===== src/rtl/mem_access_unit.sv =====
// Memory-stage load/store engine: issues request/response bus transactions,
// rejects misaligned or reserved accesses, and returns extended load data.
module mem_access_unit #(
    localparam int unsigned XLEN = 64,
    localparam int unsigned NB   = XLEN / 8
) (
    input  logic            clk,
    input  logic            rst,
    input  logic            memreadM,
    input  logic            memwriteM,
    input  logic [2:0]      RW_typeM,
    input  logic [XLEN-1:0] addrM,
    input  logic [XLEN-1:0] wdataM,
    output logic            stallM,
    output logic [XLEN-1:0] rdataM,
    output logic            misalignM,
    output logic            bus_req,
    output logic            bus_we,
    output logic [XLEN-1:0] bus_addr,
    output logic [NB-1:0]   bus_wstrb,
    output logic [XLEN-1:0] bus_wdata,
    input  logic            bus_ready,
    input  logic            bus_rvalid,
    input  logic [XLEN-1:0] bus_rdata
);

    typedef enum logic [1:0] {
        S_IDLE = 2'd0,
        S_REQ  = 2'd1,
        S_WAIT = 2'd2,
        S_DONE = 2'd3
    } state_e;

    state_e          state_q, state_d;
    logic            bus_req_q, bus_req_d;
    logic            bus_we_q, bus_we_d;
    logic [XLEN-1:0] bus_addr_q, bus_addr_d;
    logic [NB-1:0]   bus_wstrb_q, bus_wstrb_d;
    logic [XLEN-1:0] bus_wdata_q, bus_wdata_d;
    logic [XLEN-1:0] rdata_q, rdata_d;
    logic [2:0]      off_q, off_d;
    logic [2:0]      type_q, type_d;

    logic            access;
    logic            misaligned;
    logic [NB-1:0]   size_mask;
    logic [XLEN-1:0] lane;
    logic [XLEN-1:0] load_ext;

    assign access = memreadM | memwriteM;

    // Size decode and alignment check; the reserved type is always rejected.
    always_comb begin
        size_mask  = NB'(8'h01);
        misaligned = 1'b0;
        case (RW_typeM[1:0])
            2'b00: begin
                size_mask  = NB'(8'h01);
                misaligned = 1'b0;
            end
            2'b01: begin
                size_mask  = NB'(8'h03);
                misaligned = addrM[0];
            end
            2'b10: begin
                size_mask  = NB'(8'h0F);
                misaligned = |addrM[1:0];
            end
            default: begin
                size_mask  = NB'(8'hFF);
                misaligned = |addrM[2:0];
            end
        endcase
        if (RW_typeM == 3'b111) begin
            misaligned = 1'b1;
        end
    end

    // Select the addressed lane of the returned doubleword and extend it.
    always_comb begin
        lane     = bus_rdata >> {off_q, 3'b000};
        load_ext = lane;
        case (type_q)
            3'b000:  load_ext = {{(XLEN-8){lane[7]}}, lane[7:0]};
            3'b001:  load_ext = {{(XLEN-16){lane[15]}}, lane[15:0]};
            3'b010:  load_ext = {{(XLEN-32){lane[31]}}, lane[31:0]};
            3'b100:  load_ext = {{(XLEN-8){1'b0}}, lane[7:0]};
            3'b101:  load_ext = {{(XLEN-16){1'b0}}, lane[15:0]};
            3'b110:  load_ext = {{(XLEN-32){1'b0}}, lane[31:0]};
            default: load_ext = lane;
        endcase
    end

    always_comb begin
        state_d     = state_q;
        bus_req_d   = bus_req_q;
        bus_we_d    = bus_we_q;
        bus_addr_d  = bus_addr_q;
        bus_wstrb_d = bus_wstrb_q;
        bus_wdata_d = bus_wdata_q;
        rdata_d     = rdata_q;
        off_d       = off_q;
        type_d      = type_q;
        case (state_q)
            S_IDLE: begin
                if (access && !misaligned) begin
                    state_d     = S_REQ;
                    bus_req_d   = 1'b1;
                    bus_we_d    = memwriteM;
                    bus_addr_d  = {addrM[XLEN-1:3], 3'b000};
                    bus_wstrb_d = NB'(size_mask << addrM[2:0]);
                    bus_wdata_d = wdataM << {addrM[2:0], 3'b000};
                    off_d       = addrM[2:0];
                    type_d      = RW_typeM;
                end
            end
            S_REQ: begin
                if (bus_ready) begin
                    bus_req_d = 1'b0;
                    state_d   = bus_we_q ? S_DONE : S_WAIT;
                end
            end
            S_WAIT: begin
                if (bus_rvalid) begin
                    rdata_d = load_ext;
                    state_d = S_DONE;
                end
            end
            default: begin
                state_d = S_IDLE;
            end
        endcase
    end

    always_ff @(posedge clk) begin
        if (rst) begin
            state_q     <= S_IDLE;
            bus_req_q   <= 1'b0;
            bus_we_q    <= 1'b0;
            bus_addr_q  <= '0;
            bus_wstrb_q <= '0;
            bus_wdata_q <= '0;
            rdata_q     <= '0;
            off_q       <= '0;
            type_q      <= '0;
        end else begin
            state_q     <= state_d;
            bus_req_q   <= bus_req_d;
            bus_we_q    <= bus_we_d;
            bus_addr_q  <= bus_addr_d;
            bus_wstrb_q <= bus_wstrb_d;
            bus_wdata_q <= bus_wdata_d;
            rdata_q     <= rdata_d;
            off_q       <= off_d;
            type_q      <= type_d;
        end
    end

    // Stall covers the launch cycle; the DONE cycle lets the pipeline advance.
    assign stallM    = ((state_q == S_IDLE) && access && !misaligned) ||
                       (state_q == S_REQ) || (state_q == S_WAIT);
    assign misalignM = (state_q == S_IDLE) && access && misaligned;

    assign rdataM    = rdata_q;
    assign bus_req   = bus_req_q;
    assign bus_we    = bus_we_q;
    assign bus_addr  = bus_addr_q;
    assign bus_wstrb = bus_wstrb_q;
    assign bus_wdata = bus_wdata_q;

endmodule

===== config.mk =====
export PLATFORM = sky130hd
export DESIGN_NAME = mem_access_unit
export DESIGN_NICKNAME = d
export VERILOG_FILES = /design/src/rtl/mem_access_unit.sv
export SDC_FILE = /design/constraint.sdc
export NUM_CORES = 1
export LEC_CHECK = 0
export ABC_CLOCK_PERIOD_IN_PS = 1900
export BUFFER_PORTS_ARGS = -buffer_cell sky130_fd_sc_hd__buf_4
export CORE_ASPECT_RATIO = 0.75
export CORE_MARGIN = 2
export CORE_UTILIZATION = 40
export DETAILED_ROUTE_END_ITERATION = 6
export PLACE_DENSITY = 0.7
export REMOVE_ABC_BUFFERS = 1
export SETUP_SLACK_MARGIN = 0.4
export SLEW_MARGIN = 20
export SYNTH_ARGS = -nofsm -noshare
export SYNTH_HDL_FRONTEND = slang
export SYNTH_SLANG_ARGS = --single-unit

===== constraint.sdc =====
create_clock -name clk -period 1.9 [get_ports clk]
set_input_delay 0.095 -clock clk [delete_from_list [all_inputs] [get_ports clk]]
set_output_delay 0.095 -clock clk [all_outputs]
set_load 0.02 [all_outputs]

* Yosys cells after proc, flatten, opt, wreduce, memory -nomap -nowiden *
Cells that the tools add are included.
Widths: inputs -> output; s select.

storage, ports and cells
  register bits = 207
  latch bits = 0
  memory bits (writable) = 0
  ROM bits = 0
  input bits = 201
  output and inout port bits = 204
  logic and storage cells = 55
  memories = 0

cells by class
  $add $sub $neg = 0
  multiply operators = 0
  div/mod/pow operators = 0
  order comparisons = 0
  equal/unequal tests = 13
  shift operators = 3
  muxes and demuxes = 12
  bitwise operators = 1
  reduce and logical (&&, ||, !) cells = 17

operators by type and width
  cell                count
  $pmux 64 s6         1
  $shl 64x6->64       1
  $shr 64x6->64       1
  $pmux 8 s3          1
  $eq 3x3->1 const B  4
  $shl 8x3->8         1
  $mux 2              3
  $ne 2x2->1 const B  3
  $pmux 2 s3          1
  $reduce_and 3->1    2
  $eq 2x1->1 const B  2
  $eq 2x2->1 const B  2
  $logic_and 1x1->1   4
  $logic_not 2->1     2
  $mux 1              4
  $reduce_and 2->1    2
  $eq 3x1->1 const B  1
  $eq 3x2->1 const B  1
  $logic_not 3->1     1
  $pmux 1 s3          1
  $reduce_or 3->1     1
  $logic_or 1x1->1    2
  $pmux 1 s2          1
  $reduce_bool 2->1   1
  3 further kinds     3

* Longest topological paths before layout *
Gate-level depths: netlist (run 1).

  depth after elaboration = 7
  depth in mapped cells = 9
  gate-level depth less buffers = 7

* Worst setup path before layout (run 1) *
Ideal clock, no wire load.

  path type = register to register
  from = register off_q[0]
  to = register rdata_q[24] (netlist: rdataM[24])
  library setup time = 88 ps
  data arrival time = 1,885 ps
  required time = 1,812 ps
  slack = -74 ps
  stages on the path, launching flop included = 8
  buffers on the path = 2
  clock period less this slack = 1,974 ps
  cells stage by stage = dfxtp_1 buf_6 mux4_2 inv_2 a2111oi_4 a31oi_4 buf_6 a311oi_2

on the way
  word-level cells in the longest chain between the ends = 2

ends and longest elaborated chain
  what                      line  text
  start: declaration        41    logic [2:0] off_q, off_d;
  start signal: assignment  144   off_q <= '0;
  start signal: assignment  154   off_q <= off_d;
  $shr 64x6->64             81    lane = bus_rdata >> {off_q, 3'b000};
  $pmux 64 s6               83    case (type_q)
  end signal: assignment    153   rdata_q <= rdata_d;
  end: declaration          40    logic [XLEN-1:0] rdata_q, rdata_d;

No other way between the ends.
A chain may end at the register's enable or synchronous reset.

* Worst setup path after layout (run 1) *
  from = register off_q[1]
  to = register rdata_q[40] (netlist: rdataM[40])

The elaborated chain is that of the path after synthesis.

==> metrics.txt, run 1 <==
total number of clock tree sinks 207; register bit total from synthesis 207; DIE HEIGHT 146.5 µm; failing checks negative setup slack; Area growth, synth to finish 81.91%; H-Tree Depth 1; Async SR Flop Fraction 0%; unique cell type count in the Yosys netlist 53; Pins Over Slew Limit 0; status complete, but fails checks; cell with the most instances on the worst path buf_12; drt pass-1 iters 5; Static Leak 7.959 nW; Starting Density 40.39%; Worst EP arrival 2.42 ns; Startpoint Class flop; share of cells above drive strength 1 52.74%; grt total ovfl 0; synth warn 0; fin crit period 2.034 ns; PortBufs 401; Hold Path Origin bus_rdata[48]; number of global-route vias before repair 12440; Die X 194.0 µm; utilization after layout 73.47%; initial antenna violation count 2; Final Cycle Share 107.0%; worst-margin pin slew 1.010 ns; commonest non-fill, non-tap cell in the layout buf_4; FP Rows 52; Hold WC Path Type input pin to flop; worst skew pair latency 0.52 ns; GRT Resource Usage Total 30.62%; Hold Fails Final Rpt 0; Mapped Area 0.01083 mm²; relative slew slack 32.39%; Vias 12960; Final #Nets 2065; worst-path cell chain buf_12 > mux2_4 > o22ai_2 > a21oi_2 > a311oi_4 > buf_6 > buf_12 > a211oi_2; CTS Root Buffer Type clkbuf_16; crit-path leading delay family compound AO/OA/AOI/OAI gates; Setup CP Type flop to flop; leading area contributor after synthesis dfxtp_1; hpwl dp 27000 µm; synthesized area per cell 8.290 µm²; Post-DRT Antenna Nets 0; die footprint 0.02841 mm²; origin of the critical flop-to-flop path off_q[1]; WP data required 2.28 ns; TritonCTS clock tree yes; skew final 0.01276 ns; total negative slack -6.708 ns; fmax 0.4917 GHz; R2R Setup Slk -0.13 ns; Worst-path clk slew 0.06 ns; EDFF count, synth 0; Cells after Synth 1306; register area share after synthesis 38.28%; WP buf/inv 3; peak supply drop 0.8050 mV; area share of the leading cell type in the synthesized netlist 38.28%; Post-Route WL 50560 µm; Iter 0 DRT Violations 960; Setup crit end kind flop; largest net degree at the start of global routing 85; io pins 405; Critical Path Start off_q[1]; RSZ-0062 raised after global routing yes; Placer Congestion 0.8893; DR WL/cell 22.67 µm; slowest cell delay on critical path 0.37 ns; Synth area leaders dfxtp_1 (38%), mux2i_1 (9.4%), nand2_1 (7.5%), a21oi_1 (6.7%), nor2_1 (5.7%); pwr dens 987.6 mW/mm²; CTS buffer count 23; Setup violations, final 102; Core Area 0.02681 mm²; first-pass GRT wire length 70280 µm; ys flop type dfxtp_1; vias per cell 5.813; Max-cap violations 0; CTS max path bufs 3; DRC viols 0; commonest cells after routing, fill and taps aside buf_4 (459), dfxtp_1 (202), nor2_1 (158), nand2_1 (132), a21oi_2 (103); worst-path fanout max 8; final worst slack -0.1337 ns; CP max-delay cell dfxtp_4; pre-CTS WS -0.1632 ns
-- state kept, by name (all words and copies together), names as in the netlist --
signal and flops:
bus_addr 61, bus_wdata 64, bus_req 1, state_q 2, type_q 3, bus_wstrb 8
off_q 3, bus_we 1, rdataM 64
-- repair_timing --
action / in CTS / in global routing
endpoints found under the setup margin: 207 / 208
gates resized for setup: 298 / 253
hold endpoints to repair: 97 / 0
hold buffers: 86 / 0
pin swaps: 161 / 99
buffers inserted: 28 / 24
cloned: 24 / 5
-- kinds of logic (layout without fill, tap and decap cells) --
| logic type | Yosys count | count (layout) | synth area share [%] |
|---|---|---|---|
| multiplexers | 138 | 138 | 14.84 |
| adder cells (fa/ha/maj) | 4 | 4 | 0.4623 |
| AND/OR/NAND/NOR | 492 | 492 | 19.16 |
| flip-flops | 207 | 207 | 38.28 |
| AO/OA/AOI/OAI | 334 | 334 | 22.06 |
| other | 1 | 5 | 0.03464 |
| buffers and inverters | 130 | 699 | 5.166 |
-- per-layer routing --
layer	GRT usage [%]	vias up	wire length [µm]
met3	5.567	153	4036
met1	38.95	6353	19730
met5	0	-	0
li1	-	5753	-
met4	12.92	0	2112
met2	51.21	704	24680
-- final timing paths --
| check | endpoint | cells past startpoint |
|---|---|---|
| setup / recovery | rdataM[40] | 8 |
| hold / removal | rdataM[40] | 5 |
| hold reg to reg | bus_wdata[21] | 2 |
| setup reg to reg | rdataM[40] | 8 |
-- cell usage after synthesis (all sizes together), types with 4 or more instances --
cell     number
mux2i       102
a2111oi      18
mux4         16
nor3         33
nand2       216
o21ai        34
nor2b        20
or3          11
nor2        165
inv           6
a32oi         8
a211oi       83
dfxtp       207
nand2b       20
a21oi       145
a311oi       16
ha            4
a21o          8
mux2         20
clkbuf       93
o22a          8
buf          30
nand3        17
-- worst register-to-register path, cell delays in order (launching register included) --
cell,delay [ns]
dfxtp_4,0.37
buf_12,0.13
mux2_4,0.32
o22ai_2,0.23
a21oi_2,0.08
a311oi_4,0.33
buf_6,0.20
buf_12,0.16
a211oi_2,0.08
-- layout make-up --
| cell class | instances | area (µm²) |
|---|---|---|
| Tap cell | 351 | 439.2 |
| Clock buffer | 34 | 698.2 |
| Antenna cell | 2 | 5.005 |
| Fill cell | 1693 | 7111 |
| Multi-Input combinational cell | 971 | 8000 |
| Timing Repair Buffer | 650 | 6302 |
| Sequential cell | 207 | 4155 |
| Inverter | 7 | 26.28 |
| Clock inverter | 8 | 68.82 |
-- report_power, final --
| part | switching [mW] | total, mW | internal [mW] |
|---|---|---|---|
| combinational | 4.77 | 9.30 | 4.53 |
| sequential | 0.535 | 5.50 | 4.96 |
| clock | 1.97 | 4.65 | 2.68 |
| total | 7.28 | 19.4 | 12.2 |
-- through the flow --
stage | power, mW | hold WS, ns | cells | cell area, µm²
after CTS | 17.80 | 0.002929 | 2199 | 18220
final | 19.45 | 0.03971 | 2230 | 19700
after floorplan | 8.555 | 0.1596 | 1185 | 10300
after global routing | 20.08 | 0.06143 | 2230 | 19700
after global placement | 11.15 | 0.3281 | 2019 | 14580
after detailed placement | 11.25 | 0.3326 | 2019 | 14580
Note: power is estimated with default switching activity, not from simulation.
==> run 2, diff against run 1 <==
- RECOVER_POWER: unset -> 25
==> metrics.txt, run 2 (synthesis gave the netlist of run 1 again) <==
total number of clock tree sinks 207; commonest cells after routing, fill and taps aside buf_4 (382), dfxtp_1 (202), nor2_1 (158), nand2_1 (132), a21oi_2 (103); R2R depth 8; failing checks negative setup slack; Worst EP arrival 2.42 ns; cell with the most instances on the worst path buf_12; Worst-path clk slew 0.06 ns; worst-path fanout max 8; Final Cycle Share 107.2%; RSZ-0062 raised after global routing yes; status complete, but fails checks; Starting Density 40.39%; Setup CP Type flop to flop; origin of the critical flop-to-flop path off_q[1]; CTS Root Buffer Type clkbuf_16; initial antenna violation count 2; Final #Nets 2065; FP Rows 52; final worst slack -0.1371 ns; Hold Path Origin bus_rdata[48]; Startpoint Class flop; fmax 0.4909 GHz; Placer Congestion 0.8893; CTS max path bufs 3; final std cells w/o fill 2230; Pins Over Slew Limit 0; grt total ovfl 0; worst-path cell chain buf_12 > mux2_4 > o22ai_2 > a21oi_2 > a311oi_4 > buf_6 > buf_12 > a211oi_2; WP buf/inv 3; peak supply drop 0.8020 mV; Psw 7.281 mW; slowest cell delay on critical path 0.37 ns; Logic pwr share 47.3%; R2R Path End rdataM[40]; skew final 0.01155 ns; hold_ws 0.04044 ns; Reg power frac 28.5%; Static Leak 7.636 nW; CTS buffer count 23; DIE HEIGHT 146.5 µm; Endpoint, Worst Hold rdataM[40]; io pins 405; Vias 12930; Post-Route WL 50520 µm; pwr dens 991.7 mW/mm²; Final Cell Area 0.01941 mm²; crit-path leading delay family compound AO/OA/AOI/OAI gates; number of global-route vias before repair 12440; Die X 194.0 µm; relative slew slack 34.23%; R2R Setup Slk -0.14 ns; fin crit period 2.037 ns; Setup violations, final 97; drt pass-1 iters 5; Area growth, synth to finish 79.24%; PortBufs 401; Iter 0 DRT Violations 930; first-pass GRT wire length 70280 µm; Hold WC Path Type input pin to flop; CP max-delay cell dfxtp_4; GRT Resource Usage Total 30.62%; worst skew pair latency 0.52 ns; commonest non-fill, non-tap cell in the layout buf_4; share of cells above drive strength 1 48.64%; Crit path depth 8; # fillers 1779; Core Area 0.02681 mm²; P_int 11.96 mW; vias per cell 5.800; Max-cap violations 0; die footprint 0.02841 mm²; WP data required 2.28 ns; hold path depth 5; DR WL/cell 22.65 µm; sw frac 37.83%; Clock power frac 24.2%; total negative slack -6.823 ns; worst-margin pin slew 0.9829 ns; hpwl dp 27000 µm; DRC viols 0; largest net degree at the start of global routing 85; TritonCTS clock tree yes; Post-DRT Antenna Nets 0; Setup crit end kind flop; placed insts 2019; Hold Fails Final Rpt 0; H-Tree Depth 1; dpl cell area 0.01458 mm²
[run 2: cell types whose count changed in the layout (fill, tap and decap cells not counted)]
cell and change:
buf_4 -77, clkbuf_1 +77
[run 2: worst max path at each step]
stage                          start       endpoint
after floorplan           state_q[0]   bus_wstrb[4]
after global placement      off_q[1]     rdataM[61]
after detailed placement    off_q[1]     rdataM[62]
after CTS                   off_q[1]     rdataM[44]
after global routing      state_q[1]  bus_wdata[37]
final                       off_q[1]     rdataM[40]
[run 2: worst register-to-register path, stage by stage, from the launching register on]
cell,delay (ns)
dfxtp_4,0.37
buf_12,0.13
mux2_4,0.32
o22ai_2,0.23
a21oi_2,0.08
a311oi_4,0.33
buf_6,0.21
buf_12,0.16
a211oi_2,0.08
[run 2: power groups by stage]
| stage | clock network, mW | registers, mW | logic [mW] |
|---|---|---|---|
| after floorplan | 0 | 6.17 | 2.38 |
| after global placement | 0 | 5.40 | 5.75 |
| after detailed placement | 0 | 5.42 | 5.83 |
| after CTS | 4.63 | 5.39 | 7.78 |
| after global routing | 4.85 | 5.54 | 9.48 |
| final | 4.65 | 5.49 | 9.10 |
[run 2: metal layers]
metal  share of wire, %  track usage (%)  wire, µm  vias to the layer above
met5                  0                0         0                        -
met1                 39            38.95     19750                     6291
met4                4.5            12.92      2286                        0
met3                8.0            5.567      4039                      169
li1                   -                -         -                     5745
met2                 48            51.21     24440                      728
[run 2: metrics by stage]
step                power [mW]  setup WS, ns  utilization, %
detailed placement       11.25       -0.1632           54.41
global placement         11.15      -0.07038           54.41
floorplan                8.555        -3.783               -
global route             19.87       -0.1810           72.40
finish                   19.24       -0.1371           72.40
CTS                      17.80      -0.08823           67.96
[run 2: cell type report]
cell class | instances | area (µm²) | share of cell area, %
Antenna cell | 2 | 5.005 | 0.02579
Clock buffer | 34 | 698.2 | 3.598
Clock inverter | 8 | 68.82 | 0.3546
Inverter | 7 | 26.28 | 0.1354
Multi-Input combinational cell | 971 | 8000 | 41.23
Sequential cell | 207 | 4155 | 21.41
Tap cell | 351 | 439.2 | 2.263
Timing Repair Buffer | 650 | 6013 | 30.99
[run 2: repair_timing]
item | in CTS | in global routing
buffers inserted | 28 | 24
resized for setup | 298 | 253
pin swaps | 161 | 99
hold endpoints to repair | 97 | 0
setup endpoints to repair | 207 | 208
hold buffers | 86 | 0
gates cloned | 24 | 5
